==> src/rtl/pipe_hazard_ctrl.sv <==
`default_nettype none
// ============================================================================
// Module   : pipe_hazard_ctrl
// Purpose  : Five-stage pipeline hazard controller: post-reset flush, memory
//            wait stalls with timeout, branch redirects, load-use stalls and
//            saturating stall/redirect statistics.
// Revision : 1.0  initial release
// ============================================================================
module pipe_hazard_ctrl #(
    parameter int INIT_CYCLES = 3,
    parameter int MEM_TIMEOUT = 255
) (
    input  logic        clk,
    input  logic        rst_n,
    input  logic [4:0]  rs1D,
    input  logic [4:0]  rs2D,
    input  logic        rs1_usedD,
    input  logic        rs2_usedD,
    input  logic [4:0]  rdE,
    input  logic        mem_readE,
    input  logic        br_takenE,
    input  logic        mem_busyM,
    input  logic        cnt_clr,
    output logic        bubbleF,
    output logic        bubbleD,
    output logic        bubbleE,
    output logic        bubbleM,
    output logic        bubbleW,
    output logic        flushD,
    output logic        flushE,
    output logic        flushM,
    output logic        flushW,
    output logic [15:0] stall_cnt,
    output logic [15:0] redirect_cnt,
    output logic        mem_timeout
);

    typedef enum logic [1:0] {
        ST_INIT    = 2'd0,
        ST_RUN     = 2'd1,
        ST_MEMWAIT = 2'd2
    } state_t;

    localparam logic [2:0]  c_init_last = (INIT_CYCLES > 1) ? 3'(INIT_CYCLES - 1) : 3'd0;
    localparam logic [7:0]  c_wait_max  = 8'(MEM_TIMEOUT);
    localparam logic [15:0] c_cnt_max   = 16'hFFFF;

    state_t      r_state;
    state_t      w_state_nxt;
    logic [2:0]  r_init_cnt;
    logic [7:0]  r_wait_cnt;
    logic [7:0]  w_wait_nxt;
    logic [15:0] r_stall_cnt;
    logic [15:0] r_redir_cnt;
    logic        r_timeout;
    logic        w_load_use;
    logic        w_redirect;
    logic        w_stall_inc;
    logic        w_timeout_set;

    assign w_load_use = mem_readE & (rdE != 5'd0) &
                        ((rs1_usedD & (rs1D == rdE)) | (rs2_usedD & (rs2D == rdE)));

    // Next state and stage controls; reset holds r_state at INIT so the
    // INIT decode is also what the pipeline sees while rst_n is low.
    always_comb begin
        w_state_nxt = r_state;
        w_redirect  = 1'b0;
        bubbleF     = 1'b0;
        bubbleD     = 1'b0;
        bubbleE     = 1'b0;
        bubbleM     = 1'b0;
        bubbleW     = 1'b0;
        flushD      = 1'b0;
        flushE      = 1'b0;
        flushM      = 1'b0;
        flushW      = 1'b0;
        case (r_state)
            ST_INIT: begin
                bubbleF = 1'b1;
                flushD  = 1'b1;
                flushE  = 1'b1;
                flushM  = 1'b1;
                flushW  = 1'b1;
                if (r_init_cnt >= c_init_last) begin
                    w_state_nxt = ST_RUN;
                end
            end
            default: begin
                if (mem_busyM) begin
                    // EX is frozen, so a taken branch there is replayed once memory frees up
                    bubbleF     = 1'b1;
                    bubbleD     = 1'b1;
                    bubbleE     = 1'b1;
                    bubbleM     = 1'b1;
                    flushW      = 1'b1;
                    w_state_nxt = ST_MEMWAIT;
                end else if (br_takenE) begin
                    flushD      = 1'b1;
                    flushE      = 1'b1;
                    w_redirect  = 1'b1;
                    w_state_nxt = ST_RUN;
                end else if (w_load_use) begin
                    bubbleF     = 1'b1;
                    bubbleD     = 1'b1;
                    flushE      = 1'b1;
                    w_state_nxt = ST_RUN;
                end else begin
                    w_state_nxt = ST_RUN;
                end
            end
        endcase
    end

    assign w_stall_inc = (r_state != ST_INIT) & bubbleF;

    // Wait counter restarts on the RUN->MEMWAIT edge and counts MEMWAIT busy cycles
    always_comb begin
        w_wait_nxt = r_wait_cnt;
        if ((r_state == ST_RUN) && mem_busyM) begin
            w_wait_nxt = 8'd0;
        end else if ((r_state == ST_MEMWAIT) && mem_busyM && (r_wait_cnt != c_wait_max)) begin
            w_wait_nxt = r_wait_cnt + 8'd1;
        end
    end

    assign w_timeout_set = (r_state == ST_MEMWAIT) & mem_busyM & (w_wait_nxt == c_wait_max);

    always_ff @(posedge clk or negedge rst_n) begin
        if (!rst_n) begin
            r_state <= ST_INIT;
        end else begin
            r_state <= w_state_nxt;
        end
    end

    always_ff @(posedge clk or negedge rst_n) begin
        if (!rst_n) begin
            r_init_cnt <= 3'd0;
        end else if ((r_state == ST_INIT) && (r_init_cnt < c_init_last)) begin
            r_init_cnt <= r_init_cnt + 3'd1;
        end
    end

    always_ff @(posedge clk or negedge rst_n) begin
        if (!rst_n) begin
            r_wait_cnt <= 8'd0;
            r_timeout  <= 1'b0;
        end else begin
            r_wait_cnt <= w_wait_nxt;
            if (w_timeout_set) begin
                r_timeout <= 1'b1;
            end
        end
    end

    always_ff @(posedge clk or negedge rst_n) begin
        if (!rst_n) begin
            r_stall_cnt <= 16'd0;
            r_redir_cnt <= 16'd0;
        end else if (cnt_clr) begin
            r_stall_cnt <= 16'd0;
            r_redir_cnt <= 16'd0;
        end else begin
            if (w_stall_inc && (r_stall_cnt != c_cnt_max)) begin
                r_stall_cnt <= r_stall_cnt + 16'd1;
            end
            if (w_redirect && (r_redir_cnt != c_cnt_max)) begin
                r_redir_cnt <= r_redir_cnt + 16'd1;
            end
        end
    end

    assign stall_cnt    = r_stall_cnt;
    assign redirect_cnt = r_redir_cnt;
    assign mem_timeout  = r_timeout;

endmodule
`default_nettype wire

==> config.mk <==
export PLATFORM = sky130hd
export DESIGN_NAME = pipe_hazard_ctrl
export DESIGN_NICKNAME = d
export VERILOG_FILES = /design/src/rtl/pipe_hazard_ctrl.sv
export SDC_FILE = /design/constraint.sdc
export NUM_CORES = 1
export LEC_CHECK = 0
export ABC_AREA = 1
export ABC_CLOCK_PERIOD_IN_PS = 2100
export CORE_MARGIN = 2
export CORE_UTILIZATION = 30
export DETAILED_ROUTE_END_ITERATION = 8
export GPL_ROUTABILITY_DRIVEN = 1
export REMOVE_ABC_BUFFERS = 1
export SLEW_MARGIN = 20
export SYNTH_ARGS = -nofsm -noshare
export SYNTH_HDL_FRONTEND = slang
export SYNTH_SLANG_ARGS = --single-unit
==> constraint.sdc <==
create_clock -name clk -period 2.1 [get_ports clk]
set_clock_uncertainty 0.15 [all_clocks]
set_input_delay 0.63 -clock clk [delete_from_list [all_inputs] [get_ports clk]]
set_output_delay 0.63 -clock clk [all_outputs]
set_load 0.05 [all_outputs]
==> impl_metrics.csv <==
group,metric,value,unit
logic_synthesis,synthTopCellsByCount,"nand2_1, inv_1, nor2_1",
floorplan,dieArea,11000,sq um
worst_setup_path,endpoint_kind,"output pin",
timing,max_freq,420,MHz
detailed_routing,drt-total-wl,8490,um
cells_and_area,area.sequential,1150,sq um
worst_setup_path,critPathLaunchType,"input port",
timing,slew_violations,0,
detailed_routing,drtPass1Iterations,4,
clocking,clock-sinks,46,
clocking,cts-root-buf,"clkbuf_8",
clocking,numCtsBuffers,5,
placed_design,portBuffers,63,
logic_synthesis,synth_cell_types,35,
global_routing,grt.total_usage,15.7,%
cells_and_area,design_area,4940,sq um
detailed_routing,drcViolationCount,0,
cells_and_area,multi_input_area,1810,sq um
clocking,cts_max_path_buffers,2,
placed_design,post_dp_cell_area,4510,sq um
logic_synthesis,async_flop_share,100,%
pwr,power_density,517,nW/um^2
global_routing,grt_max_degree,25,
clocking,htreeDepth,2,
detailed_routing,post_drt_wl_per_cell,12.3,um
outcome,status,"finished, violations left",
cells_and_area,finalCoreUtilization,50.1,%
floorplan,start_util,31.1,%
floorplan,ioPinCount,65,
floorplan,core_area,9860,sq um
logic_synthesis,synth_seq_cells,46,
global_routing,grt_pass1_vias,3152,
cells_and_area,n_antenna_cell,0,
global_routing,grt_pass1_wl,14300,um
placed_design,dp.final_hpwl,6170,um
outcome,violations,"negative setup slack",
timing,worst_slack,-0.279,ns
floorplan,die_w,105,um
cells_and_area,layout-drive-gt1-share,34.5,%
detailed_routing,drtIter0Drc,57,
global_routing,grt_antenna_before_repair,0,
clocking,clkSlewWorstSetupHoldPaths,0.09,ns
detailed_routing,num_vias,3178,
worst_setup_path,worstPathRequired,1.32,ns
placed_design,routabilityCongestion,0.848,
detailed_routing,avgViaCountPerCell,4.61,
detailed_routing,antenna_left,0,
global_routing,overflow,0,
timing,finalCriticalPeriod,2.38,ns
worst_setup_path,worstSetupPathType,"input port to output pin",
logic_synthesis,synthCells,443,
timing,final-setup-viol-count,20,
pwr,leakagePower,0.00234,uW
worst_setup_path,arrival,1.60,ns
worst_setup_path,worstPathMaxFanout,4,
logic_synthesis,seq_area_frac_synth,37.6,%
logic_synthesis,synth-edff-count,0,
clocking,cts_tree,"done",
timing,hold_viol,0,
logic_synthesis,yosysWarnings,0,
logic_synthesis,synth.avg_cell_area,6.91,sq um
run,max_cap_violations,0,
clocking,clock_latency,0.30,ns
logic_synthesis,synth-main-ff-cell,"dfrtp_1",
logic_synthesis,synth_top_area_share,37.6,%
logic_synthesis,synthMostInstantiatedCell,"nand2_1",
pwr,ir_worst_vdd,0.228,mV
worst_setup_path,r2r_setup_slack,0.20,ns
timing,finalCritPeriodShare,113,%
cells_and_area,syn2layout_area_growth,61.2,%
min_path,hp-class,"input port to asynchronous set/reset pin",
logic_synthesis,synth_area_leader_cell,"dfrtp_1",
logic_synthesis,synthesis.area,3060,sq um
floorplan,die_h,105,um
clocking,cts_hold_buf,0,
cells_and_area,nNetsFinal,583,
cells_and_area,n_fill_cell,909,
floorplan,rows,36,
timing,grt_setup_unrepaired,"true",
logic_synthesis,synth_area_leaders,"dfrtp_1, nand2_1, inv_1",
## final timing paths
| kind | endpoint | depth (start not counted) | startpoint |
|---|---|---|---|
| max in group asynchronous | stall_cnt[11]$_DFFE_PN0P_ | 2 | rst_n |
| hold reg to reg | r_init_cnt[2]$_DFFE_PN0P_ | 2 | r_init_cnt[2]$_DFFE_PN0P_ |
| setup reg to reg | redirect_cnt[2]$_DFFE_PN0P_ | 9 | redirect_cnt[0]$_DFFE_PN0P_ |
| hold / removal | r_wait_cnt[6]$_DFF_PN0_ | 1 | rst_n |
| setup / recovery | bubbleD | 12 | rdE[4] |
| min in group clk | r_init_cnt[2]$_DFFE_PN0P_ | 2 | r_init_cnt[2]$_DFFE_PN0P_ |
## sequential cells by signal (all words and copies together) (netlist names)
signal        count
r_state           2
r_init_cnt        3
redirect_cnt     16
r_wait_cnt        8
stall_cnt        16
mem_timeout       1
## per-layer routing
layer / vias up / global-route usage [%] / share of wire (%)
met2: 50 / 27.4 / 50
met1: 1490 / 19.8 / 46
met5: - / 0 / 0
met3: 13 / 2.68 / 2.7
li1: 1625 / - / -
met4: 0 / 4.57 / 1.5
## logic make-up (layout without fill, tap and decap cells)
| family | count (synthesis) | in the layout | share of synthesized area (%) |
|---|---|---|---|
| AOI/OAI and AO/OA | 31 | 31 | 6.17 |
| xor gates and xnor gates | 19 | 19 | 5.43 |
| adders and majority gates | 5 | 5 | 2.04 |
| buffers and inverters | 76 | 188 | 10.3 |
| DFF | 46 | 46 | 37.6 |
| other | 1 | 1 | 0.122 |
| and+or+nand+nor | 265 | 266 | 38.4 |
## worst max-delay path, stage by stage
cell and delay, ns:
buf_8 0.09, inv_4 0.03, nand2_1 0.07, nand2_1 0.06, nor2_1 0.10, nand3_1 0.08, nand2_1 0.08, nand2_2 0.08
nand2_4 0.08, nand2_4 0.06, nor2_4 0.10, buf_12 0.14
## placed cells by master, fill, tap and decap left out, types with 2 or more instances in the layout
cell / count
xor2_1: 15
clkbuf_8: 6
nor3b_1: 2
buf_12: 41
o21ai_1: 6
nor2_4: 3
inv_1: 53
nor3_2: 2
nor2_2: 7
nand2_1: 106
o31ai_1: 6
nand4_1: 11
buf_8: 5
buf_4: 42
nand2_2: 21
o21ai_0: 6
nand3_1: 31
nand3_4: 3
or2_2: 2
nand2_4: 4
a211oi_1: 2
a21oi_1: 4
inv_2: 8
dfrtp_1: 46
nand3_2: 14
nor3_1: 9
nor2_1: 48
inv_4: 4
buf_2: 5
buf_6: 16
a31o_2: 2
xnor2_1: 4
ha_1: 5
## layout make-up
class | count | share of cell area [%]
clock buffer | 7 | 1.75
multi-input combinational | 322 | 36.6
inverter | 66 | 5.22
sequential | 46 | 23.3
clock inverter | 1 | 0.101
tap | 133 | 3.37
timing repair buffer | 114 | 29.6
## report_power, final
group / switching [uW] / internal [uW] / total (uW) / leakage, uW
combinational: 506 / 431 / 937 / 0.00168
sequential: 71.8 / 971 / 1040 / 0.000615
clock: 309 / 266 / 575 / 0.0000482
## through the flow
step | hold WS, ns | worst slack, ns | std cells | power, uW | setup TNS, ns
2_1_floorplan | 0.184 | -0.786 | 433 | 1450 | -6.93
3_3_place_gp | 0.289 | -0.775 | 671 | 1890 | -15.28
3_5_place_dp | 0.290 | -0.808 | 671 | 1910 | -16.22
4_1_cts | 0.136 | -0.307 | 686 | 2520 | -1.54
5_1_grt | 0.142 | -0.353 | 689 | 2710 | -6.29
6_report | 0.116 | -0.279 | 689 | 2550 | -4.65
## repair_timing
item | 4_1_cts | 5_1_grt
gates resized for setup | 110 | 56
setup buffers | 9 | 3
pin swaps | 42 | 30
setup endpoints to repair | 24 | 37
gates cloned | 1 | 0
Note: power is estimated with default switching activity, not from simulation.
==> edit: new RTL, same flow settings <==
Put one more register stage on the output `stall_cnt`, without a reset. The value now appears one clock later. The other outputs are not delayed to match.
--- a/src/rtl/pipe_hazard_ctrl.sv
+++ b/src/rtl/pipe_hazard_ctrl.sv
@@ -173,3 +173,5 @@
 
-    assign stall_cnt    = r_stall_cnt;
+    always_ff @(posedge clk) begin
+        stall_cnt <= r_stall_cnt;
+    end
     assign redirect_cnt = r_redir_cnt;
Behaviour: not the same (Yosys sat finds a counterexample within 10 cycles, from zero or initial values and one cycle with rst_n low).
==> edit against the unedited design <==
The run still ends with negative setup slack left; count of clock-buffer cells in the layout rose by 2; design area increased by 1.5%; synthesized area is 9.6% higher; critical path depth unchanged; global-route usage shrank 0.47 points; cell count up 4.6%; setup slack improved by 0.011 ns; non-clock buffer count fell by 6; sequential cell count up 16; routed wire length up 1.3%; total power is 27% higher; critical path type unchanged.
==> edit: results (changes against the unedited design) <==
Parameter                              Value

Run status
  Run status    finished with violations
  Failing checks    negative setup slack

Finish
  Filler Cells Inserted    1039 (+14%)
  Sequential portion of the cell area    0.294 (+0.0605)
  Number of sequential cells    62 (+35%)
  Post-layout util    0.460 (-0.0403)
  Share of post-route cells with drive strength above 1    0.305 (-0.0407)
  Non-clock buffers    108 (-5.3%)
  Fin cells    721 (+4.6%)

Place
  Global placer's final weighted congestion    0.928 (+9.5%)
  Area post-placement    4530 µm² (+0.47%)
  Number of cells in the design after placement    696 (+3.7%)

Synthesis
  Count of different cell masters after synthesis    34 (-2.9%)
  Avg Inst Size Synth    7.20 µm² (+4.2%)

GRT
  Met3 Use GR    0.0373 (+0.0105)
  GRT met1 Usage    0.181 (-0.0166)
  Number of global-route vias before repair    3282 (+4.1%)
  First-pass GRT wire length    14500 µm (+1.7%)
  Total global-route track usage    0.152 (-0.00469)

Routing
  Detailed-routing wirelength on met1    3560 µm (-8.0%)
  Iteration-0 DRC count of the detailed router    113 (+98%)
  TritonRoute pass-1 iters    5 (+1)
  Met2 wire length    4480 µm (+5.0%)

Pwr
  Cell-internal power    2.20 mW (+32%)
  Sequential logic power    1.36 mW (+31%)
  Worst supply voltage drop on vdd    0.475 mV (+110%)
  Leak    2.40 nW (+2.6%)
  Power Combinational    838 µW (-11%)
  Reported net switching power    1.03 mW (+17%)

Worst setup path
  Setup crit start    rdE[2]
  R2R cell count    11 (+2)
  Largest driver fanout on the critical path    3 (-1)
  Internal reg-to-reg setup slack    0.17 ns (-0.03 ns)

STA
  WHS    0.102 ns (-0.0139 ns)
  Final setup margin    -0.269 ns (+0.0108 ns)
  Final Setup Violations    4 (-80%)

Clocking
  Clock-pin slew on the worst setup and hold paths    0.07 ns (-0.02 ns)
  Post-CTS resize count    108 (-1.8%)
  H-tree depth    3 (+1)
## edit: changes by cell type in the layout (fill, tap and decap cells not counted), moves of 4 or more
cell                      change
sky130_fd_sc_hd__inv_1        -5
sky130_fd_sc_hd__nor2_2       -4
sky130_fd_sc_hd__buf_4       +17
sky130_fd_sc_hd__nand3_1      +5
sky130_fd_sc_hd__nand3_2      -4
sky130_fd_sc_hd__nand2_1     +10
sky130_fd_sc_hd__buf_12      -20
sky130_fd_sc_hd__nor2_1      +12
sky130_fd_sc_hd__o21ai_1      -4
sky130_fd_sc_hd__o21ai_0      +9
sky130_fd_sc_hd__dfxtp_1     +16
sky130_fd_sc_hd__nand2_2      -6
sky130_fd_sc_hd__buf_6        -4
## edit: logic make-up after synthesis
group           share of synthesized area
other cells                       0.00112
xor+xnor                           0.0418
compound gates                     0.0481
fa+ha+maj                          0.0186
simple gates                        0.365
flops                               0.438
buf+inv                            0.0872
